## src/rtl/io_decoder_ws_if.sv

```systemverilog
// Bus bundle between the Mini8086 I/O bus and the chip-select decoder.
// The master side drives address, strobes and config; the decoder returns CS/READY/ERR.
interface io_decoder_ws_if #(
    parameter int NUM_CH = 4,
    parameter int ADDR_W = 8,
    parameter int WS_W   = 4
);
    localparam int CH_W = (NUM_CH > 1) ? $clog2(NUM_CH) : 1;

    logic [ADDR_W-1:0] addr;
    logic              wr_n;
    logic              rd_n;
    logic              m_io;
    logic              cfg_we;
    logic [CH_W-1:0]   cfg_ch;
    logic [WS_W-1:0]   cfg_ws;
    logic [NUM_CH-1:0] cs;
    logic              ready;
    logic              err;

    modport master (
        output addr, wr_n, rd_n, m_io, cfg_we, cfg_ch, cfg_ws,
        input  cs, ready, err
    );

    modport slave (
        input  addr, wr_n, rd_n, m_io, cfg_we, cfg_ch, cfg_ws,
        output cs, ready, err
    );
endinterface

```

## src/rtl/io_decoder_ws.sv

```systemverilog
// I/O chip-select decoder with per-channel programmable wait states.
// Strobes are synchronized; CS, READY and ERR all come straight from flops.
module io_decoder_ws #(
    parameter int                       NUM_CH     = 4,
    parameter int                       ADDR_W     = 8,
    parameter int                       WS_W       = 4,
    parameter logic [NUM_CH*ADDR_W-1:0] BASE_ADDRS = {8'h12, 8'h10, 8'h0E, 8'h0C},
    parameter int                       DEFAULT_WS = 1
) (
    input  logic           clk,
    input  logic           rst,
    io_decoder_ws_if.slave bus
);
    localparam int              CH_W     = (NUM_CH > 1) ? $clog2(NUM_CH) : 1;
    localparam logic [CH_W:0]   NUM_CH_L = (CH_W + 1)'(NUM_CH);
    localparam logic [WS_W-1:0] WS_RST   = WS_W'(DEFAULT_WS);
    localparam logic [WS_W-1:0] WS_ONE   = WS_W'(1);

    typedef enum logic [1:0] {
        IDLE,
        WAIT,
        HOLD
    } state_t;

    state_t            state_q, state_d;
    logic [NUM_CH-1:0] cs_q, cs_d;
    logic              ready_q, ready_d;
    logic              err_q, err_d;
    logic [WS_W-1:0]   cnt_q, cnt_d;
    logic [WS_W-1:0]   ws_q [NUM_CH];

    // Bit order {m_io, wr_n, rd_n}; idle level of all three is high.
    logic [2:0]        sync1_q, sync2_q;
    logic              stb;
    logic              access;
    logic              hit;
    logic [CH_W-1:0]   hit_idx;

    always_ff @(posedge clk or posedge rst) begin
        if (rst) begin
            sync1_q <= 3'b111;
            sync2_q <= 3'b111;
        end else begin
            sync1_q <= {bus.m_io, bus.wr_n, bus.rd_n};
            sync2_q <= sync1_q;
        end
    end

    assign stb    = ~sync2_q[0] | ~sync2_q[1];
    assign access = stb & ~sync2_q[2];

    // Address is used raw: the bus guarantees it settles before the strobe.
    always_comb begin
        hit     = 1'b0;
        hit_idx = '0;
        for (int i = 0; i < NUM_CH; i++) begin
            if (!hit && (bus.addr == BASE_ADDRS[i*ADDR_W +: ADDR_W])) begin
                hit     = 1'b1;
                hit_idx = CH_W'(i);
            end
        end
    end

    always_ff @(posedge clk or posedge rst) begin
        if (rst) begin
            for (int i = 0; i < NUM_CH; i++) begin
                ws_q[i] <= WS_RST;
            end
        end else if (bus.cfg_we && ({1'b0, bus.cfg_ch} < NUM_CH_L)) begin
            ws_q[bus.cfg_ch] <= bus.cfg_ws;
        end
    end

    always_ff @(posedge clk or posedge rst) begin
        if (rst) begin
            state_q <= IDLE;
            cs_q    <= '0;
            ready_q <= 1'b1;
            err_q   <= 1'b0;
            cnt_q   <= '0;
        end else begin
            state_q <= state_d;
            cs_q    <= cs_d;
            ready_q <= ready_d;
            err_q   <= err_d;
            cnt_q   <= cnt_d;
        end
    end

    always_comb begin
        state_d = state_q;
        cs_d    = cs_q;
        ready_d = ready_q;
        err_d   = 1'b0;
        cnt_d   = cnt_q;

        unique case (state_q)
            IDLE: begin
                cs_d    = '0;
                ready_d = 1'b1;
                if (access) begin
                    if (hit) begin
                        cs_d[hit_idx] = 1'b1;
                        cnt_d         = ws_q[hit_idx];
                        if (ws_q[hit_idx] != '0) begin
                            ready_d = 1'b0;
                            state_d = WAIT;
                        end else begin
                            state_d = HOLD;
                        end
                    end else begin
                        err_d   = 1'b1;
                        state_d = HOLD;
                    end
                end
            end
            WAIT: begin
                if (!stb) begin
                    cs_d    = '0;
                    ready_d = 1'b1;
                    state_d = IDLE;
                end else begin
                    cnt_d = cnt_q - WS_ONE;
                    if (cnt_q == WS_ONE) begin
                        ready_d = 1'b1;
                        state_d = HOLD;
                    end
                end
            end
            HOLD: begin
                ready_d = 1'b1;
                if (!stb) begin
                    cs_d    = '0;
                    state_d = IDLE;
                end
            end
            default: begin
                cs_d    = '0;
                ready_d = 1'b1;
                state_d = IDLE;
            end
        endcase
    end

    assign bus.cs    = cs_q;
    assign bus.ready = ready_q;
    assign bus.err   = err_q;
endmodule

```

## src/flat_wrapper.sv

```systemverilog
// flat-port wrapper written by rule: the top's interface ports become plain ports
module io_decoder_ws_flat 
#(
    parameter int                       NUM_CH     = 4,
    parameter int                       ADDR_W     = 8,
    parameter int                       WS_W       = 4,
    parameter logic [NUM_CH*ADDR_W-1:0] BASE_ADDRS = {8'h12, 8'h10, 8'h0E, 8'h0C},
    parameter int                       DEFAULT_WS = 1
)
  (clk, rst, bus_addr, bus_wr_n, bus_rd_n, bus_m_io, bus_cfg_we, bus_cfg_ch, bus_cfg_ws, bus_cs, bus_ready, bus_err);
  io_decoder_ws_if #(.NUM_CH(NUM_CH), .ADDR_W(ADDR_W), .WS_W(WS_W)) bus_i ();
  input  logic clk;
  input  logic rst;
  input wire logic [$bits(bus_i.addr)-1:0] bus_addr;
  input wire logic [$bits(bus_i.wr_n)-1:0] bus_wr_n;
  input wire logic [$bits(bus_i.rd_n)-1:0] bus_rd_n;
  input wire logic [$bits(bus_i.m_io)-1:0] bus_m_io;
  input wire logic [$bits(bus_i.cfg_we)-1:0] bus_cfg_we;
  input wire logic [$bits(bus_i.cfg_ch)-1:0] bus_cfg_ch;
  input wire logic [$bits(bus_i.cfg_ws)-1:0] bus_cfg_ws;
  output wire logic [$bits(bus_i.cs)-1:0] bus_cs;
  output wire logic [$bits(bus_i.ready)-1:0] bus_ready;
  output wire logic [$bits(bus_i.err)-1:0] bus_err;
  assign bus_i.addr = bus_addr;
  assign bus_i.wr_n = bus_wr_n;
  assign bus_i.rd_n = bus_rd_n;
  assign bus_i.m_io = bus_m_io;
  assign bus_i.cfg_we = bus_cfg_we;
  assign bus_i.cfg_ch = bus_cfg_ch;
  assign bus_i.cfg_ws = bus_cfg_ws;
  assign bus_cs = bus_i.cs;
  assign bus_ready = bus_i.ready;
  assign bus_err = bus_i.err;
  io_decoder_ws #(.NUM_CH(NUM_CH), .ADDR_W(ADDR_W), .WS_W(WS_W), .BASE_ADDRS(BASE_ADDRS), .DEFAULT_WS(DEFAULT_WS)) u_core (.clk(clk), .rst(rst), .bus(bus_i));
endmodule
```

## config.mk

```make
export PLATFORM = sky130hd
export DESIGN_NAME = io_decoder_ws_flat
export DESIGN_NICKNAME = d
export VERILOG_FILES = /design/src/rtl/io_decoder_ws_if.sv /design/src/rtl/io_decoder_ws.sv /design/src/flat_wrapper.sv
export SDC_FILE = /design/constraint.sdc
export NUM_CORES = 1
export LEC_CHECK = 0
export CAP_MARGIN = 20
export CORE_MARGIN = 2
export CORE_UTILIZATION = 55
export CTS_CLUSTER_DIAMETER = 50
export DETAILED_ROUTE_END_ITERATION = 10
export GPL_ROUTABILITY_DRIVEN = 0
export PLACE_DENSITY_LB_ADDON = 0.12
export SETUP_SLACK_MARGIN = 0.15
export SLEW_MARGIN = 20
export SYNTH_ARGS = -nofsm -noshare
export SYNTH_HDL_FRONTEND = slang
export SYNTH_SLANG_ARGS = --single-unit
```

## constraint.sdc

```tcl
create_clock -name clk -period 4.83 [get_ports clk]
set_input_delay 0.483 -clock clk [delete_from_list [all_inputs] [get_ports clk]]
set_output_delay 0.483 -clock clk [all_outputs]
set_load 0.03 [all_outputs]
```

==> qor.txt <==
=================================================================================
Run status ......................................................... finished, final reports clean
Worst-path cell chain .............................................. clkdlybuf4s50_1 -> nor3b_2 -> nand2_4 -> mux2_4 -> a221oi_2 -> nand4bb_1 -> a32o_1
Cell depth of the worst flop-to-flop path ..........................            6
Top-Level Pins .....................................................           26
Crit. End Element ..................................................     register
Clock buffers created by TritonCTS .................................            5
Kind of start point of the critical path ...........................   input port
Synthesized-area fraction occupied by ao, oa, aoi and oai cells ....        12.5%
Transition at the pin with the smallest max-transition slack .......     0.594 ns
CP startpoint ......................................................  bus_addr[4]
Insertion delay of the later-clocked pin in the worst-skew pair ....      0.35 ns
Area occupied by multi-input gates .................................     756 um^2
Adder-cell share of the synthesized area ...........................        3.74%
Distinct cell type count after synthesis ...........................           37
Top_reg_cell synth ................................................. sky130_fd_sc_hd__dfrtp_1
Dominant combinational cell family by area after synthesis ......... simple AND/OR/NAND/NOR gates
Global-route congestion overflow total .............................            0
Average wire length per cell after detail routing ..................      15.0 um
Layout cell share with drive strength beyond 1 .....................        15.3%
RSZ-0062 raised after global routing ...............................           no
Fill cells .........................................................          230
CTS Sinks ..........................................................           34
Simple-gate area share of the yosys netlist ........................        14.7%
Antenna diode count ................................................            0
PortBufs ...........................................................           25
Sequential standard cell area ......................................     865 um^2
WP data arrival ....................................................      2.61 ns
Area growth from synthesis to layout ...............................        20.5%
Cell area reported after detailed placement ........................ 0.00196 mm^2
Required time of the critical path .................................      5.07 ns
Post-synthesis share of cell area spent on xor and xnor gates ......           0%
Final Hold Fails ...................................................            0
Chip width .........................................................      59.2 um
Die extent in y ....................................................      59.2 um
Worst setup margin .................................................      2.46 ns
Post-detailed-route DRC marker count ...............................            0
Net total in the final layout ......................................          200
Total placed cells including tap cells .............................          201
Worst supply voltage drop on vdd ...................................     0.219 mV
Worst-path cell with the longest stage delay ....................... sky130_fd_sc_hd__clkdlybuf4s50_1
Overall routed net length ..........................................      3130 um
Vias after detailed routing ........................................        1,207
CP Max Fanout ......................................................            6
Number of antenna violations at the first check in global routing ..            0
Clk pin slew, worst setup/hold paths ...............................      0.11 ns
Post-placement worst setup slack ...................................      2.10 ns
Fraction of synthesized area in multiplexers .......................        14.2%
Max Root-Sink Buffers ..............................................            2
Slew Viols, Final ..................................................            0
Fin Hold WS ........................................................     0.360 ns
Yosys reg bits .....................................................           34
Ratio of final minimum period to clock period ......................        49.1%
Setup-failing EPs final ............................................            0
Post_cts resized ...................................................            0
Final core area utilization ........................................        67.7%
Cts hold-fix bufs ..................................................            0
Part of the Yosys area used for sequential elements ................        51.6%
Standard-cell rows .................................................           20
Pwr Density ........................................................  346 mW/mm^2
Clock tree from TritonCTS ..........................................         done
Headroom to the max-slew limit .....................................        60.3%
Gate count of the mapped netlist ...................................          145
Path type of the worst min-delay path ..............................   reg -> reg
Setup Fix Bufs, Post-CTS ...........................................            0
Delay of the slowest cell on the worst path ........................      0.49 ns
DPL Wire Length ....................................................      2410 um
Maximum number of pins on one net before global-route repair .......           35
EDFF count, synth ..................................................            0
Core region area ................................................... 0.00298 mm^2
Clock tree root driver cell ........................................ sky130_fd_sc_hd__clkbuf_4
Max_cap viols ......................................................            0
Static Leakage .....................................................     0.852 nW
Share of synthesized registers carrying an async set or reset ......         100%
Terminus of the critical flop-to-flop path ......................... u_core.cnt_q[0]
Via-to-Cell Ratio ..................................................         5.78
Remaining antenna violation count ..................................            0
Clock power frac ...................................................        22.3%
Initial Utilization ................................................        56.2%
TNS Setup ..........................................................         0 ns
Area of the die .................................................... 0.00350 mm^2
End of the critical path ........................................... u_core.state_q[0]
Number of optimization iterations in the first detailed-route pass .            6
Total nets after synthesis .........................................          170
Wire length of the first global-routing pass .......................      5420 um
Average instance area after synthesis ..............................    11.5 um^2
Minimum setup slack among reg-to-reg paths .........................      2.99 ns
Internal power summed over all cells ...............................     0.475 mW
Yosys warning count ................................................            0
Syn Std Cell Area .................................................. 0.00167 mm^2
Crit Path Category .................................................    in -> reg
Worst Skew .........................................................    0.0153 ns
Non-filler cells in the finished layout ............................          209
Iteration-0 DRC Markers ............................................           41
H-tree depth .......................................................            2
Highest attainable clock frequency .................................      421 MHz
Reg-to-reg critical path startpoint ................................ u_core.state_q[1]
Sequential share of power ..........................................        53.1%
Fraction of power spent switching nets .............................        31.8%
Power, Total .......................................................     0.697 mW
Portion of total power attributed to combinational logic ...........        24.6%
Time the final worst path needs with I/O delays and setup ..........      2.37 ns
Final standard cell area without fillers ........................... 0.00202 mm^2
NetSw ..............................................................     0.222 mW
All-Layer GR Usage .................................................        21.3%
Vias in the first global route .....................................        1,248
=================================================================================
## routing by layer
metal | global-route usage [%] | part of all wire (%)
met3 | 6.77 | 5.0
met4 | 10.1 | 1.6
met2 | 36.0 | 51
met1 | 24.4 | 42
met5 | 0 | 0
## cell type report
cell class / instances / area share [%]
clock buffers: 6 / 2.05
flip-flops and latches: 34 / 42.9
multi-input cells: 97 / 37.5
clock inverters: 2 / 0.744
inverters: 11 / 2.05
well taps: 33 / 2.05
repair buffers: 26 / 12.8
## kinds of logic after synthesis
family,after synthesis
muxes,21
DFF,34
buffers and inverters,14
and+or+nand+nor,41
adders and majority gates,5
AOI/OAI and AO/OA,30
## power by group through the flow
stage / combinational [mW] / sequential [mW] / clock (mW)
4_1_cts: 0.174 / 0.369 / 0.159
3_5_place_dp: 0.172 / 0.375 / 0
6_report: 0.172 / 0.370 / 0.155
5_1_grt: 0.195 / 0.376 / 0.171
2_1_floorplan: 0.117 / 0.369 / 0
3_3_place_gp: 0.164 / 0.373 / 0
## cell usage in the layout, fill, tap and decap left out, types with 4 or more instances in the layout
cell and n:
sky130_fd_sc_hd__a22oi_1 4, sky130_fd_sc_hd__nand2_1 8, sky130_fd_sc_hd__dfrtp_1 23, sky130_fd_sc_hd__inv_1 11, sky130_fd_sc_hd__nand3_1 8, sky130_fd_sc_hd__o21ai_0 4, sky130_fd_sc_hd__nor2_1 6, sky130_fd_sc_hd__a21oi_1 8
sky130_fd_sc_hd__dfstp_2 11, sky130_fd_sc_hd__clkbuf_4 5, sky130_fd_sc_hd__mux2_1 16, sky130_fd_sc_hd__clkdlybuf4s50_1 25, sky130_fd_sc_hd__ha_1 5
## Yosys cell counts, drive strengths merged (2+ instances only)
master | count | share of area, %
dfstp | 11 | 17
mux2 | 19 | 13
inv | 11 | 2.5
o221ai | 3 | 1.6
o41ai | 2 | 1.0
ha | 5 | 3.7
a21oi | 8 | 2.4
clkbuf | 2 | 0.45
a22oi | 4 | 1.8
nor3 | 3 | 0.90
nor2b | 3 | 1.1
mux2i | 2 | 1.2
nand2 | 9 | 2.5
nand3b | 2 | 0.90
nor3b | 3 | 1.6
nand3 | 8 | 2.4
dfrtp | 23 | 34
nand2b | 3 | 1.1
nor2 | 6 | 1.3
o21ai | 7 | 2.3
## worst max-delay path: cells and delay by family
family                 cells  cell delay, ns
AOI/OAI and AO/OA          2            0.55
buffers and inverters      1            0.49
muxes                      1            0.32
and+or+nand+nor            3            0.78
## worst min-delay path by stage
stage                     slack (ns)           endpoint               from  depth (start not counted)
after floorplan                 0.35  u_core.sync2_q[0]  u_core.sync1_q[0]                          0
after global placement          0.35  u_core.sync2_q[2]  u_core.sync1_q[2]                          0
after detailed placement        0.35  u_core.sync2_q[1]  u_core.sync1_q[1]                          0
after CTS                       0.36  u_core.sync2_q[1]  u_core.sync1_q[1]                          0
after global routing            0.36  u_core.sync2_q[1]  u_core.sync1_q[1]                          0
final                           0.36  u_core.sync2_q[1]  u_core.sync1_q[1]                          0
## registers in the layout, summed over array words and instances (netlist names)
register,cells
u_core.sync1_q,3
u_core.cnt_q,4
u_core.bus.cs,4
u_core.ws_q,16
u_core.state_q,2
u_core.bus.ready,1
u_core.sync2_q,3
u_core.bus.err,1
Power figures use the tool's default switching activity.
